File: src/rtl/trig_pkg.sv
// Shared mode/state encodings and the trigger period lookup (production and short sim tables).
// Pure combinational helpers, no latency; nothing here holds state or applies backpressure.
package trig_pkg;

  localparam int SEL_W = 4;
  localparam int PER_W = 26;

  typedef enum logic [1:0] {
    MODE_SQUARE  = 2'b00,
    MODE_STROBE  = 2'b01,
    MODE_ONESHOT = 2'b10,
    MODE_RSVD    = 2'b11
  } mode_e;

  typedef enum logic {
    ST_IDLE = 1'b0,
    ST_RUN  = 1'b1
  } state_e;

  // Terminal count P for a select; a segment lasts P+1 clocks at 100 MHz.
  function automatic logic [PER_W-1:0] period_lut(input logic [SEL_W-1:0] sel, input logic fast_sim);
    logic [PER_W-1:0] p;
    if (fast_sim) begin
      p = PER_W'({sel, 2'b11});
    end else begin
      case (sel)
        4'd0:    p = 26'd499;
        4'd1:    p = 26'd999;
        4'd2:    p = 26'd2499999;
        4'd3:    p = 26'd3749999;
        4'd4:    p = 26'd4999999;
        4'd5:    p = 26'd6249999;
        4'd6:    p = 26'd7499999;
        4'd7:    p = 26'd8749999;
        4'd8:    p = 26'd9999999;
        4'd9:    p = 26'd11249999;
        4'd10:   p = 26'd12499999;
        4'd11:   p = 26'd13749999;
        4'd12:   p = 26'd14999999;
        4'd13:   p = 26'd16249999;
        4'd14:   p = 26'd17499999;
        default: p = 26'd34999999;
      endcase
    end
    return p;
  endfunction

  // The reserved encoding behaves exactly like square.
  function automatic mode_e norm_mode(input logic [1:0] m);
    return (m == 2'b11) ? MODE_SQUARE : mode_e'(m);
  endfunction

endpackage

File: src/rtl/trig_tick_ch.sv
// One trigger channel: counter, shadowed period/mode and IDLE/RUN FSM; outputs registered one edge after terminal count.
// No backpressure: inputs sampled every clock, a start arriving while busy or at terminal count is dropped.
module trig_tick_ch #(
  parameter int CNT_W    = 26,
  parameter int SEL_W    = 4,
  parameter int FAST_SIM = 0
) (
  input  logic             clk,
  input  logic             rst,
  input  logic             en,
  input  logic [SEL_W-1:0] sel,
  input  logic [1:0]       mode,
  input  logic             start,
  output logic             wave,
  output logic             tick,
  output logic             busy
);
  import trig_pkg::*;

  localparam int LUT_SEL_W = trig_pkg::SEL_W;
  localparam logic [CNT_W-1:0] P_RST = CNT_W'(period_lut('0, FAST_SIM != 0));

  state_e           state_q, state_d;
  mode_e            sh_mode_q, sh_mode_d, in_mode;
  logic [CNT_W-1:0] cnt_q, cnt_d, sh_p_q, sh_p_d, in_p;
  logic             en_q, wave_q, wave_d, tick_q, tick_d;
  logic             rise, term, accept, load;

  assign in_p    = CNT_W'(period_lut(LUT_SEL_W'(sel), FAST_SIM != 0));
  assign in_mode = norm_mode(mode);

  assign rise   = en & ~en_q;
  assign term   = en & (state_q == ST_RUN) & (cnt_q == sh_p_q);
  // On the enabling edge the freshly selected mode decides whether start is meaningful.
  assign accept = en & start & (state_q == ST_IDLE) &
                  (rise ? (in_mode == MODE_ONESHOT) : (sh_mode_q == MODE_ONESHOT));
  assign load   = rise | accept | term;

  always_ff @(posedge clk or negedge rst) begin
    if (!rst) begin
      state_q <= ST_IDLE;
    end else begin
      state_q <= state_d;
    end
  end

  always_comb begin
    state_d = state_q;
    if (!en) begin
      state_d = ST_IDLE;
    end else if (load) begin
      if (in_mode != MODE_ONESHOT) begin
        state_d = ST_RUN;
      end else begin
        state_d = accept ? ST_RUN : ST_IDLE;
      end
    end
  end

  always_comb begin
    cnt_d     = '0;
    tick_d    = 1'b0;
    wave_d    = 1'b0;
    sh_p_d    = sh_p_q;
    sh_mode_d = sh_mode_q;
    if (en) begin
      if (load) begin
        sh_p_d    = in_p;
        sh_mode_d = in_mode;
      end else if (state_q == ST_RUN) begin
        cnt_d = cnt_q + CNT_W'(1);
      end
      tick_d = term;
      // The segment that just ended is rendered in the mode it was started with.
      if (term) begin
        wave_d = (sh_mode_q == MODE_SQUARE) ? ~wave_q : 1'b1;
      end else begin
        wave_d = (sh_mode_q == MODE_SQUARE) ? wave_q : 1'b0;
      end
    end
  end

  always_ff @(posedge clk or negedge rst) begin
    if (!rst) begin
      cnt_q     <= '0;
      sh_p_q    <= P_RST;
      sh_mode_q <= MODE_SQUARE;
      en_q      <= 1'b0;
      wave_q    <= 1'b0;
      tick_q    <= 1'b0;
    end else begin
      cnt_q     <= cnt_d;
      sh_p_q    <= sh_p_d;
      sh_mode_q <= sh_mode_d;
      en_q      <= en;
      wave_q    <= wave_d;
      tick_q    <= tick_d;
    end
  end

  assign wave = wave_q;
  assign tick = tick_q;
  assign busy = (state_q == ST_RUN);

  a_cnt_in_range: assert property (@(posedge clk) disable iff (!rst) cnt_q <= sh_p_q);
  a_idle_cnt_zero: assert property (@(posedge clk) disable iff (!rst) (state_q == ST_IDLE) |-> (cnt_q == '0));

endmodule

File: src/rtl/trig_tick_gen.sv
// Multi-channel trigger/tick generator: NUM_CH independent channels slicing the shared sel/mode/start buses.
// Outputs registered one edge after each channel's terminal count; no backpressure.
module trig_tick_gen #(
  parameter int NUM_CH   = 2,
  parameter int CNT_W    = 26,
  parameter int SEL_W    = 4,
  parameter int FAST_SIM = 0
) (
  input  logic                    clk,
  input  logic                    rst,
  input  logic [NUM_CH-1:0]       en,
  input  logic [NUM_CH*SEL_W-1:0] sel,
  input  logic [NUM_CH*2-1:0]     mode,
  input  logic [NUM_CH-1:0]       start,
  output logic [NUM_CH-1:0]       wave,
  output logic [NUM_CH-1:0]       tick,
  output logic [NUM_CH-1:0]       busy
);

  for (genvar i = 0; i < NUM_CH; i++) begin : g_ch
    trig_tick_ch #(
      .CNT_W   (CNT_W),
      .SEL_W   (SEL_W),
      .FAST_SIM(FAST_SIM)
    ) u_ch (
      .clk  (clk),
      .rst  (rst),
      .en   (en[i]),
      .sel  (sel[i*SEL_W +: SEL_W]),
      .mode (mode[i*2 +: 2]),
      .start(start[i]),
      .wave (wave[i]),
      .tick (tick[i]),
      .busy (busy[i])
    );
  end

endmodule

File: config.mk
export PLATFORM = sky130hd
export DESIGN_NAME = trig_tick_gen
export DESIGN_NICKNAME = d
export VERILOG_FILES = /design/src/rtl/trig_pkg.sv /design/src/rtl/trig_tick_ch.sv /design/src/rtl/trig_tick_gen.sv
export SDC_FILE = /design/constraint.sdc
export NUM_CORES = 1
export LEC_CHECK = 0
export BUFFER_PORTS_ARGS = -buffer_cell sky130_fd_sc_hd__buf_2
export CAP_MARGIN = 20
export CORE_MARGIN = 2
export CORE_UTILIZATION = 62
export CTS_CLUSTER_SIZE = 10
export DETAILED_ROUTE_END_ITERATION = 16
export PLACE_DENSITY = 0.8
export SKIP_CTS_REPAIR_TIMING = 1
export SLEW_MARGIN = 20
export SYNTH_ARGS = -nofsm -noshare
export SYNTH_HDL_FRONTEND = slang
export SYNTH_HIERARCHICAL = 1
export SYNTH_SLANG_ARGS = --single-unit
File: constraint.sdc
create_clock -name clk -period 2.81 [get_ports clk]
set_input_delay 0.1405 -clock clk [delete_from_list [all_inputs] [get_ports clk]]
set_output_delay 0.1405 -clock clk [all_outputs]
set_load 0.05 [all_outputs]
== Yosys cells after proc, flatten, opt, wreduce, memory -nomap -nowiden ==
Memories as Yosys holds them, arrays and structs flattened. A register that Yosys moved wholly into a read port is not among the register bits.
Index checks and enable logic that the tools add are counted.
Word-level totals
  register bits: 116
  latch bits: 0
  bits in writable memories: 0
  memory bits (read-only): 768
  input port bits: 18
  output and inout bits: 6
  word-level logic and storage cells: 88
  memories kept: 2
Memories
  (name not given): depth 16, bits a word 24, rd ports 1, clocked after Yosys merged registers in 1, wr ports 0, line trig_pkg.sv:26  | case (sel)
  (name not given): depth 16, bits a word 24, rd ports 1, clocked after Yosys merged registers in 1, wr ports 0, line trig_pkg.sv:26
Cells by class
  add/subtract/negate cells: 2
  multiply operators: 0
  divide/modulo/power cells: 0
  magnitude comparators: 0
  equality and inequality tests: 14
  shift-type cells: 0
  muxes and demuxes: 28
  bitwise logic cells: 22
  reduce and logical (&&, ||, !) cells: 6
Operators with widths (number)
  $mux 26: 6
  $add 26x1->26 const B: 2
  $eq 26x26->1: 2
  $mux 1: 20
  $and 1x1->1: 12
  $eq 2x2->1 const B: 6
  $ne 3x2->1 const B: 2
  $not 1->1: 6
  $logic_not 2->1: 2
  $mux 2: 2
  $ne 2x1->1 const B: 2
  $ne 2x2->1 const B: 2
  $or 1x1->1: 4
  $reduce_and 2->1: 2
  $logic_not 1->1: 2

== Longest topological paths before layout ==
Gate-level depths: netlist (run 1).
  depth after elaboration: 9
  gate-level depth with buffers: 8
  mapped depth without buffers: 7

== Modules after synthesis ==
The synthesis (run 1) kept the hierarchy.
By module, submodules not included
  trig_tick_ch (g_ch[0].u_ch): instances 1, cells an instance 308, area each 3126.7 um2, seq. area each 1332.5 um2
  trig_tick_ch (g_ch[1].u_ch): instances 1, cells an instance 306, area each 3055.4 um2, seq. area each 1332.5 um2

== Least setup slack after synthesis (run 1) ==
OpenSTA, ideal clock, no wires.
  path kind: register -> register
  start: register g_ch[1].u_ch.sh_p_q[7]
  end: register g_ch[1].u_ch.sh_p_q[19]
  setup time: 0.125 ns
  arrival time: 2.349 ns
  data required time: 2.685 ns
  setup slack: 0.336 ns
  cell stages (with the launch flop): 7
  path buffers: 1
  clock period less this slack: 2.474 ns
  cells stage by stage: dfstp_2 > xnor2_1 > nand4_1 > or4_4 > o41ai_4 > buf_6 > mux2_2
Between the ends
  word-level cells in the longest chain between the ends: 4
Ends and longest elaborated chain
  start, declared: line trig_tick_ch.sv:25  | logic [CNT_W-1:0] cnt_q, cnt_d, sh_p_q, sh_p_d, in_p;
  $eq 26x26->1: line trig_tick_ch.sv:33  | assign term = en & (state_q == ST_RUN) & (cnt_q == sh_p_q);
  $and 1x1->1: line trig_tick_ch.sv:33
  $or 1x1->1: line trig_tick_ch.sv:37  | assign load = rise | accept | term;
  $reduce_and 2->1 (no line)
No other way between the ends.
A chain may end at the register's enable or synchronous reset.

== Worst setup path in the final report (run 1) ==
  start: register g_ch[1].u_ch.sh_p_q[4]
  end: register g_ch[1].u_ch.sh_p_q[3]
Same word-level chain as after synthesis.

==> flow_summary.yaml, run 1 <==
placed_design:
  place_congestion: 0.974
  io_buffers: 23
  dpl.hpwl_mm: 9.74
final_layout:
  fill_cells: 778
  final_core_util: 0.683
  multi_input_comb_area_mm2: 0.00327
  finalNetCount: 664
  antenna_cells: 0
  mostFrequentLayoutCells: "96 x dfrtp_1, 78 x nor2_1, 56 x xor2_1"
  drive_above_1_share: 0.174
  final_common_cell: "dfrtp_1"
  syn2layout_area_growth_pct: 7.45
  final-seq-area_mm2: 0.00267
route:
  drtAntennaViolNets: 0
  vias: 4500
  wl_per_cell_um: 17.2
  drc: 0
  drtIter0Drc: 271
  viasPerCell: 5.84
  drt_first_pass_iters: 5
  drt_wl_total_mm: 13.3
synthesis:
  syn-num-nets: 646
  synth_ff_type: "dfrtp_1"
  synth.largest_area_cell: "dfrtp_1"
  syn_area_mm2: 0.00618
  syn_area_per_cell_um2: 10.1
  synth_cell_type_count: 53
  ys_top_cells_by_area: "dfrtp_1 39%, xor2_1 7.9%, xnor2_1 5.0%"
  synth_top_area_frac: 0.389
  synthArstFlopShare: 1.00
  synth_seq_area_share: 0.431
  synth_edf_count: 0
  yosysWarnings: 54
  synthCells: 614
  ys_seq_elements: 106
worst_setup_path:
  r2r-start: "g_ch[1].u_ch/sh_p_q[4]$_DFFE_PN1P_"
  reg2reg_to: "g_ch[1].u_ch/sh_p_q[3]$_DFFE_PN0P_"
  crit_arrival_ns: 2.91
  worstSetupStartpointType: "flip-flop"
  regToRegSetupSlack_ns: 0.18
  cp.required_ns: 3.09
  r2r_cells: 6
  crit_type: "reg -> reg"
  path_max_fanout: 21
  worst_setup_path_end_kind: "flip-flop"
grt:
  grt_usage: 0.257
  grt_max_degree: 58
  grt_pass1_wl_mm: 22.1
  grt_overflow: 0
  grt_antenna_before_repair: 0
  grt_pass1_vias: 4340
timing:
  rsz0062_at_grt: "false"
  fin_hold_ws_ns: 0.0988
  fin_tns_setup_ns: 0
  clock_skew_ns: 0.00855
  worstMarginPinSlew_ns: 0.774
  drv_slew: 0
  hold_viol_final: 0
  relSlewSlack: 0.483
  setup_violations: 0
  min_period_ns: 2.63
  max_freq_mhz: 380
  min_period_over_period: 0.936
floorplanning:
  ios: 24
  start_util: 0.635
  dieArea_mm2: 0.0108
  row_count: 36
  die_h_um: 104
  coreArea_mm2: 0.00973
  die_x_um: 104
cts:
  htreeDepth: 3
  insertion_delay_ns: 0.38
  cts_tree: "yes"
  clock_path_buffers: 2
  clk_pin_slew_ns: 0.11
  clock-root-buffer: "clkbuf_8"
  clock_sinks: 106
  numCtsBuffers: 9
power:
  ir_worst_vdd_mv: 0.290
  p_per_area_mw_per_mm2: 516
  p_leak_nw: 2.82
  totalPowerFinal_w: 0.00343
hold_path:
  hold_depth: 4
  hold_start: "mode[0]"
  hold_end: "g_ch[0].u_ch/busy$_DFFE_PN0P_"
  hp-class: "in -> reg"
job:
  cap_violations: 0
run_status:
  status: "complete, no violations"
critical path: stages (launching register included):
cell and delay [ns]:
dfstp_2 0.55, xnor2_1 0.15, nand4_1 0.13, or4_4 0.56, o41ai_4 0.53, buf_12 0.24
mux2_2 0.36
per-stage QoR:
stage / worst slack [ns] / cells / area, um2
floorplan: 0.336 / 614 / 6180
global placement: 0.273 / 751 / 6400
detailed placement: 0.226 / 751 / 6400
CTS: 0.200 / 767 / 6610
global route: 0.119 / 770 / 6640
finish: 0.179 / 770 / 6640
worst max-delay path by stage:
stage,start,end,slack [ns],depth (start not counted)
after floorplan,g_ch[1].u_ch/sh_p_q[7]$_DFFE_PN1P_,g_ch[1].u_ch/sh_p_q[19]$_DFFE_PN0P_,0.34,6
after global placement,g_ch[1].u_ch/cnt_q[14]$_DFF_PN0_,g_ch[1].u_ch/sh_p_q[2]$_DFFE_PN0P_,0.27,6
after detailed placement,g_ch[1].u_ch/sh_p_q[7]$_DFFE_PN1P_,g_ch[1].u_ch/sh_p_q[18]$_DFFE_PN0P_,0.23,6
after CTS,g_ch[1].u_ch/sh_p_q[8]$_DFFE_PN1P_,g_ch[1].u_ch/sh_p_q[9]$_DFFE_PN0P_,0.20,6
after global routing,g_ch[1].u_ch/cnt_q[6]$_DFF_PN0_,g_ch[1].u_ch/sh_p_q[10]$_DFFE_PN0P_,0.12,6
final,g_ch[1].u_ch/sh_p_q[4]$_DFFE_PN1P_,g_ch[1].u_ch/sh_p_q[3]$_DFFE_PN0P_,0.18,6
registers in the layout, indices dropped and copies added, names as in the netlist:
signal	flops
g_ch.u_ch/cnt_q	52
g_ch.u_ch/sh_p_q	42
g_ch.u_ch/sh_mode_q	4
g_ch.u_ch/busy	2
g_ch.u_ch/en_q	2
g_ch.u_ch/tick	2
g_ch.u_ch/wave	2
cells in the mapped netlist (10+ instances only):
cell type and number:
nor4_1 10, mux2i_1 17, xnor2_1 35, ha_1 14
a21oi_1 21, inv_1 23, clkbuf_1 16, o21ai_0 11
nand2_1 30, and3_1 10, mux2_4 13, xor2_1 56
mux2_2 25, dfrtp_1 96, dfstp_2 10, nor2_1 78
nand3_1 34, nand4_1 28
cells by family (layout without fill, tap and decap cells):
| kind of cell | count (synthesis) | after routing | synth area share |
|---|---|---|---|
| compound gates | 66 | 66 | 0.0721 |
| xor+xnor | 91 | 91 | 0.129 |
| fa+ha+maj | 14 | 14 | 0.0283 |
| buf+inv | 50 | 73 | 0.0399 |
| flops | 106 | 106 | 0.431 |
| mux | 57 | 57 | 0.112 |
| simple gates | 230 | 230 | 0.188 |
where the power goes:
| group | switching, W | internal (W) | leakage (nW) | total [W] |
|---|---|---|---|---|
| Sequential | 0.000134 | 0.00168 | 1.36 | 0.00182 |
| Clock | 0.000554 | 0.000429 | 0.106 | 0.000984 |
| Combinational | 0.000331 | 0.000297 | 1.35 | 0.000629 |
| Total | 0.00102 | 0.00241 | 2.82 | 0.00343 |
layout make-up:
cell class,instances,share of cell area
tap,133,0.0251
clock buffer,9,0.0186
inverter,23,0.0130
multi-input combinational,458,0.492
clock inverter,7,0.0128
timing repair buffer,34,0.0369
sequential,106,0.401
per-layer routing:
metal,global-route usage,share of wire,vias up
li1,-,-,2172
met1,0.396,0.49,2204
met2,0.375,0.45,111
met3,0.0376,0.050,13
met4,0.0859,0.013,0
met5,0,0,-
No activity file was read; power rests on OpenSTA's default activity.
==> inputs of run 2 (changes only) <==
SETUP_SLACK_MARGIN = 0.4   (was unset)
==> run 2 against run 1 <==
Compared with the run above:
- count of clock-buffer cells in the layout unchanged
- hold slack improved by 0.027 ns
- critical path depth increased by 1
- cell count increased by 1.0%
- clock skew increased by 0.0048 ns
- critical path type unchanged
- critical endpoint is now g_ch[1].u_ch/sh_p_q[17]$_DFFE_PN0P_
- largest cell class unchanged
==> flow_summary.yaml, run 2 (synthesis gave the netlist of run 1 again) <==
final_layout:
  final-seq-area_mm2: 0.00267
  final_core_util: 0.702
  antenna_cells: 0
  final_common_cell: "dfrtp_1"
  syn2layout_area_growth_pct: 10.4
  finalNetCount: 672
  mostFrequentLayoutCells: "95 x dfrtp_1, 78 x nor2_1, 56 x xor2_1"
  multi_input_comb_area_mm2: 0.00336
  largest_reg_flops: 52
  regMostFlops: "g_ch.u_ch/cnt_q"
  fill_cells: 747
  fin_cells: 778
  drive_above_1_share: 0.200
  reg_top3: "g_ch.u_ch/cnt_q: 52 flops, g_ch.u_ch/sh_p_q: 42 flops, g_ch.u_ch/sh_mode_q: 4 flops"
worst_setup_path:
  crit_arrival_ns: 2.66
  slowest_delay_ns: 0.58
  r2r-start: "g_ch[1].u_ch/sh_p_q[8]$_DFFE_PN1P_"
  regToRegSetupSlack_ns: 0.41
  path_depth: 7
  crit_family: "simple AND/OR/NAND/NOR gates"
  worstSetupStartpointType: "flip-flop"
  critPathBufInv: 2
  crit_slowest_cell: "dfstp_2"
  worst_setup_path_end_kind: "flip-flop"
  reg2reg_to: "g_ch[1].u_ch/sh_p_q[17]$_DFFE_PN0P_"
  r2r_cells: 7
  crit_type: "reg -> reg"
  cp-endpoint: "g_ch[1].u_ch/sh_p_q[17]$_DFFE_PN0P_"
  cp_cell_sequence: "xnor2_2 -> nand4_1 -> or4_4 -> o41ai_4 -> buf_6 -> clkbuf_16 -> mux2_2"
  critical_path.startpoint: "g_ch[1].u_ch/sh_p_q[8]$_DFFE_PN1P_"
  cp.required_ns: 3.07
  path_max_fanout: 6
cts:
  clock-root-buffer: "clkbuf_8"
  clk_pin_slew_ns: 0.11
  htreeDepth: 3
  insertion_delay_ns: 0.38
  numCtsBuffers: 9
  clock_path_buffers: 2
  clock_sinks: 106
  cts_tree: "yes"
floorplanning:
  ios: 24
  row_count: 36
  die_h_um: 104
  die_x_um: 104
  coreArea_mm2: 0.00973
  start_util: 0.635
  dieArea_mm2: 0.0108
timing:
  rsz0062_at_grt: "true"
  worstMarginPinSlew_ns: 0.859
  hold_viol_final: 0
  relSlewSlack: 0.427
  fin_tns_setup_ns: 0
  max_freq_mhz: 416
  drv_slew: 0
  setup_violations: 0
  min_period_over_period: 0.855
  finalWorstSetupSlack_ns: 0.407
  min_period_ns: 2.40
  clock_skew_ns: 0.0134
grt:
  grt_usage: 0.252
  grt_pass1_vias: 4305
  grt_antenna_before_repair: 0
  grt_overflow: 0
  grt_pass1_wl_mm: 21.9
  grt_max_degree: 68
route:
  drt_first_pass_iters: 5
  wl_per_cell_um: 17.9
  drtIter0Drc: 410
  viasPerCell: 6.02
  drt_wl_total_mm: 13.9
  drtAntennaViolNets: 0
  vias: 4686
  drc: 0
power:
  power_frac_comb: 0.199
  ir_worst_vdd_mv: 0.258
  p_leak_nw: 2.93
  p_per_area_mw_per_mm2: 509
  p_int_w: 0.00245
  totalPowerFinal_w: 0.00347
  net-switching-power_w: 0.00103
  pwr-share-clk: 0.273
  power.share.switching: 0.296
  pwr-share-seq: 0.528
run_status:
  status: "complete, no violations"
placed_design:
  io_buffers: 23
  post-place-ws_ns: 0.448
  place_congestion: 0.900
  dpl.hpwl_mm: 9.55
  placedCellCount: 751
job:
  cap_violations: 0
hold_path:
  hp-class: "in -> reg"
## run 2: power by group through the flow
stage / Clock [W] / Combinational, W / Sequential [W]
floorplan: 0 / 0.000472 / 0.00180
global placement: 0 / 0.000600 / 0.00184
detailed placement: 0 / 0.000619 / 0.00185
CTS: 0.000964 / 0.000624 / 0.00182
global route: 0.00103 / 0.000750 / 0.00184
finish: 0.000949 / 0.000691 / 0.00183
## run 2: how the worst min path moves through the flow
stage             from                          endpoint  cells after the start
2_1_floorplan      rst     g_ch[0].u_ch/busy$_DFFE_PN0P_                      0
3_3_place_gp       rst  g_ch[1].u_ch/cnt_q[18]$_DFF_PN0_                      1
3_5_place_dp       rst  g_ch[1].u_ch/cnt_q[18]$_DFF_PN0_                      1
4_1_cts            rst  g_ch[1].u_ch/cnt_q[18]$_DFF_PN0_                      1
5_1_grt        mode[0]     g_ch[0].u_ch/busy$_DFFE_PN0P_                      4
6_report       mode[0]     g_ch[0].u_ch/busy$_DFFE_PN0P_                      4
## run 2: worst min-delay path, stage by stage
cell and delay [ns]:
buf_2 0.09, nor2b_1 0.05, nand2b_1 0.07, a21bo_2 0.12
## run 2: cell type report
cell class,count,share of cell area
Sequential cell,106,0.391
Clock inverter,7,0.0114
Inverter,23,0.0126
Timing Repair Buffer,42,0.0510
Clock buffer,9,0.0181
Multi-Input combinational cell,458,0.492
Tap cell,133,0.0244
## run 2: metrics by stage
step | cell area (um2) | hold slack (ns)
final | 6830 | 0.125
after detailed placement | 6400 | 0.299
after global routing | 6830 | 0.151
after CTS | 6610 | -0.111
after global placement | 6400 | 0.289
after floorplan | 6180 | -0.155
## run 2: per-layer routing
metal	vias to the layer above	part of all wire	global-route usage
met3	28	0.066	0.0388
met1	2286	0.46	0.393
met5	-	0	0
met4	0	0.017	0.0763
met2	179	0.45	0.361
li1	2193	-	-
==> inputs of run 3 (changes only) <==
BUFFER_PORTS_ARGS = unset   (was -buffer_cell sky130_fd_sc_hd__buf_2)
CORE_UTILIZATION = 64   (was 62)
DONT_BUFFER_PORTS = 1   (was unset)
==> run 3 against run 2 <==
Compared with the run above:
- the run now ends with hold timing left
- sequential power hardly changed
- first-iteration DRC count is 32% lower
- non-clock buffer count is 29 lower
- critical endpoint is now g_ch[1].u_ch/sh_p_q[2]$_DFFE_PN0P_
- sequential share of layout area is 1.9 points higher
- setup slack better by 0.014 ns
- combinational power is 18% lower
- cell area is 4.6% lower
- register-to-register slack hardly changed
- die area is 3.0% lower
- routed wire length is 8.7% lower
==> flow_summary.yaml, run 3 (synthesis gave the netlist of run 1 again) <==
power:
  ir_worst_vdd_mv: 0.249
  p_per_area_mw_per_mm2: 506
  power_frac_comb: 0.172
  power.share.switching: 0.297
  pwr-share-seq: 0.555
  p_leak_nw: 2.71
  p_int_w: 0.00231
  pwr-share-clk: 0.273
  net-switching-power_w: 0.000978
timing:
  worstMarginPinSlew_ns: 0.806
  rsz0062_at_grt: "true"
  relSlewSlack: 0.461
  min_period_ns: 2.39
  max_freq_mhz: 419
  min_period_over_period: 0.850
  fin_hold_ws_ns: -0.565
  setup_violations: 0
  drv_slew: 0
  fin_tns_setup_ns: 0
  finalWorstSetupSlack_ns: 0.421
  hold_viol_final: 106
  clock_skew_ns: 0.0110
placed_design:
  dpl.hpwl_mm: 9.19
  placedCellCount: 725
  io_buffers: 0
  post-place-ws_ns: 0.363
  place_congestion: 0.895
  dpl_cell_area_mm2: 0.00626
final_layout:
  fin_cells: 745
  final_cell_area_mm2: 0.00651
  mostFrequentLayoutCells: "96 x dfrtp_1, 78 x nor2_1, 56 x xor2_1"
  largest_reg_flops: 52
  final_common_cell: "dfrtp_1"
  reg_top3: "g_ch.u_ch/cnt_q: 52 flops, g_ch.u_ch/sh_p_q: 42 flops, g_ch.u_ch/sh_mode_q: 4 flops"
  regMostFlops: "g_ch.u_ch/cnt_q"
  finalNetCount: 643
  antenna_cells: 0
  syn2layout_area_growth_pct: 5.28
  drive_above_1_share: 0.146
worst_setup_path:
  worst_setup_path_end_kind: "flip-flop"
  r2r_cells: 6
  crit_arrival_ns: 2.66
  cp-endpoint: "g_ch[1].u_ch/sh_p_q[2]$_DFFE_PN0P_"
  crit_slowest_cell: "or4_4"
  cp.required_ns: 3.08
  crit_type: "reg -> reg"
  critical_path.startpoint: "g_ch[1].u_ch/cnt_q[4]$_DFF_PN0_"
  worstSetupStartpointType: "flip-flop"
  reg2reg_to: "g_ch[1].u_ch/sh_p_q[2]$_DFFE_PN0P_"
  r2r-start: "g_ch[1].u_ch/cnt_q[4]$_DFF_PN0_"
  regToRegSetupSlack_ns: 0.42
  cp_cell_sequence: "xnor2_1 -> nand4_1 -> or4_4 -> o41ai_4 -> buf_12 -> mux2_2"
  path_max_fanout: 24
  slowest_delay_ns: 0.56
grt:
  grt_pass1_wl_mm: 21.3
  grt_pass1_vias: 4221
  grt_overflow: 0
  grt_usage: 0.261
  grt_antenna_before_repair: 0
  grt_max_degree: 107
route:
  drc: 0
  dr_wl_met3_um: 708
  vias: 4495
  drtIter0Drc: 280
  drtAntennaViolNets: 0
  drt_first_pass_iters: 5
  wl_met1_mm: 6.25
  wl_met2_mm: 5.62
  viasPerCell: 6.03
  drt_wl_total_mm: 12.7
  wl_per_cell_um: 17.1
  highest_layer: "met4"
cts:
  clock-root-buffer: "clkbuf_8"
  cts_tree: "yes"
  clk_pin_slew_ns: 0.11
  numCtsBuffers: 9
  insertion_delay_ns: 0.38
  clock_path_buffers: 2
  clock_sinks: 106
  htreeDepth: 3
job:
  cap_violations: 0
floorplanning:
  ios: 24
  die_x_um: 102
  die_h_um: 102
  dieArea_mm2: 0.0105
  start_util: 0.663
  row_count: 35
  coreArea_mm2: 0.00933
run_status:
  status: "finished with violations"
  violations: "hold timing"
hold_path:
  hp-class: "in -> async"
-- run 3: changes by cell type in the layout (fill, tap and decap cells not counted), moves of 5 or more --
cell,previous run,this run
mux2_2,20,25
xnor2_2,9,1
xnor2_1,26,34
mux2_4,18,13
buf_2,22,0
-- run 3: power by group through the flow --
| stage | logic, W | clock network, W | registers, W |
|---|---|---|---|
| 6_report | 0.000567 | 0.000899 | 0.00183 |
| 5_1_grt | 0.000619 | 0.000982 | 0.00184 |
| 4_1_cts | 0.000551 | 0.000914 | 0.00182 |
| 3_5_place_dp | 0.000544 | 0 | 0.00185 |
| 3_3_place_gp | 0.000527 | 0 | 0.00184 |
| 2_1_floorplan | 0.000472 | 0 | 0.00180 |
-- run 3: final cells by class --
type / count / area, um2
clock buffers: 9 / 124
clock inverters: 7 / 61.3
fillers: 676 / 2820
inverters: 23 / 86.3
multi-input cells: 458 / 3280
flip-flops and latches: 106 / 2670
well taps: 129 / 161
repair buffers: 13 / 133
-- run 3: worst min-delay path by stage --
| stage | endpoint | cells after the start | startpoint |
|---|---|---|---|
| 6_report | g_ch[1].u_ch/cnt_q[22]$_DFF_PN0_ | 0 | rst |
| 5_1_grt | g_ch[1].u_ch/cnt_q[23]$_DFF_PN0_ | 0 | rst |
| 4_1_cts | g_ch[1].u_ch/cnt_q[25]$_DFF_PN0_ | 0 | rst |
| 3_5_place_dp | g_ch[1].u_ch/cnt_q[23]$_DFF_PN0_ | 0 | rst |
| 3_3_place_gp | g_ch[1].u_ch/cnt_q[25]$_DFF_PN0_ | 0 | rst |
| 2_1_floorplan | g_ch[0].u_ch/busy$_DFFE_PN0P_ | 0 | rst |
-- run 3: layer usage --
layer,up-vias,GRT usage
met1,2214,0.404
met4,0,0.0728
met5,-,0
met2,136,0.377
li1,2133,-
met3,12,0.0499
-- run 3: critical path, delay by kind of cell, from the launching register on --
family	cells	cell delay, ns
XOR/XNOR	1	0.28
multiplexers	1	0.35
flip-flops	1	0.45
AO/OA/AOI/OAI	1	0.28
AND/OR/NAND/NOR	2	0.70
buffers and inverters	1	0.22
-- run 3: per-stage QoR --
stage	total power (W)	utilization	hold WS, ns
global route	0.00344	0.698	-0.579
floorplan	0.00228	-	-0.155
detailed placement	0.00239	0.671	-0.152
global placement	0.00237	0.671	-0.152
CTS	0.00328	0.691	-0.575
finish	0.00329	0.698	-0.565
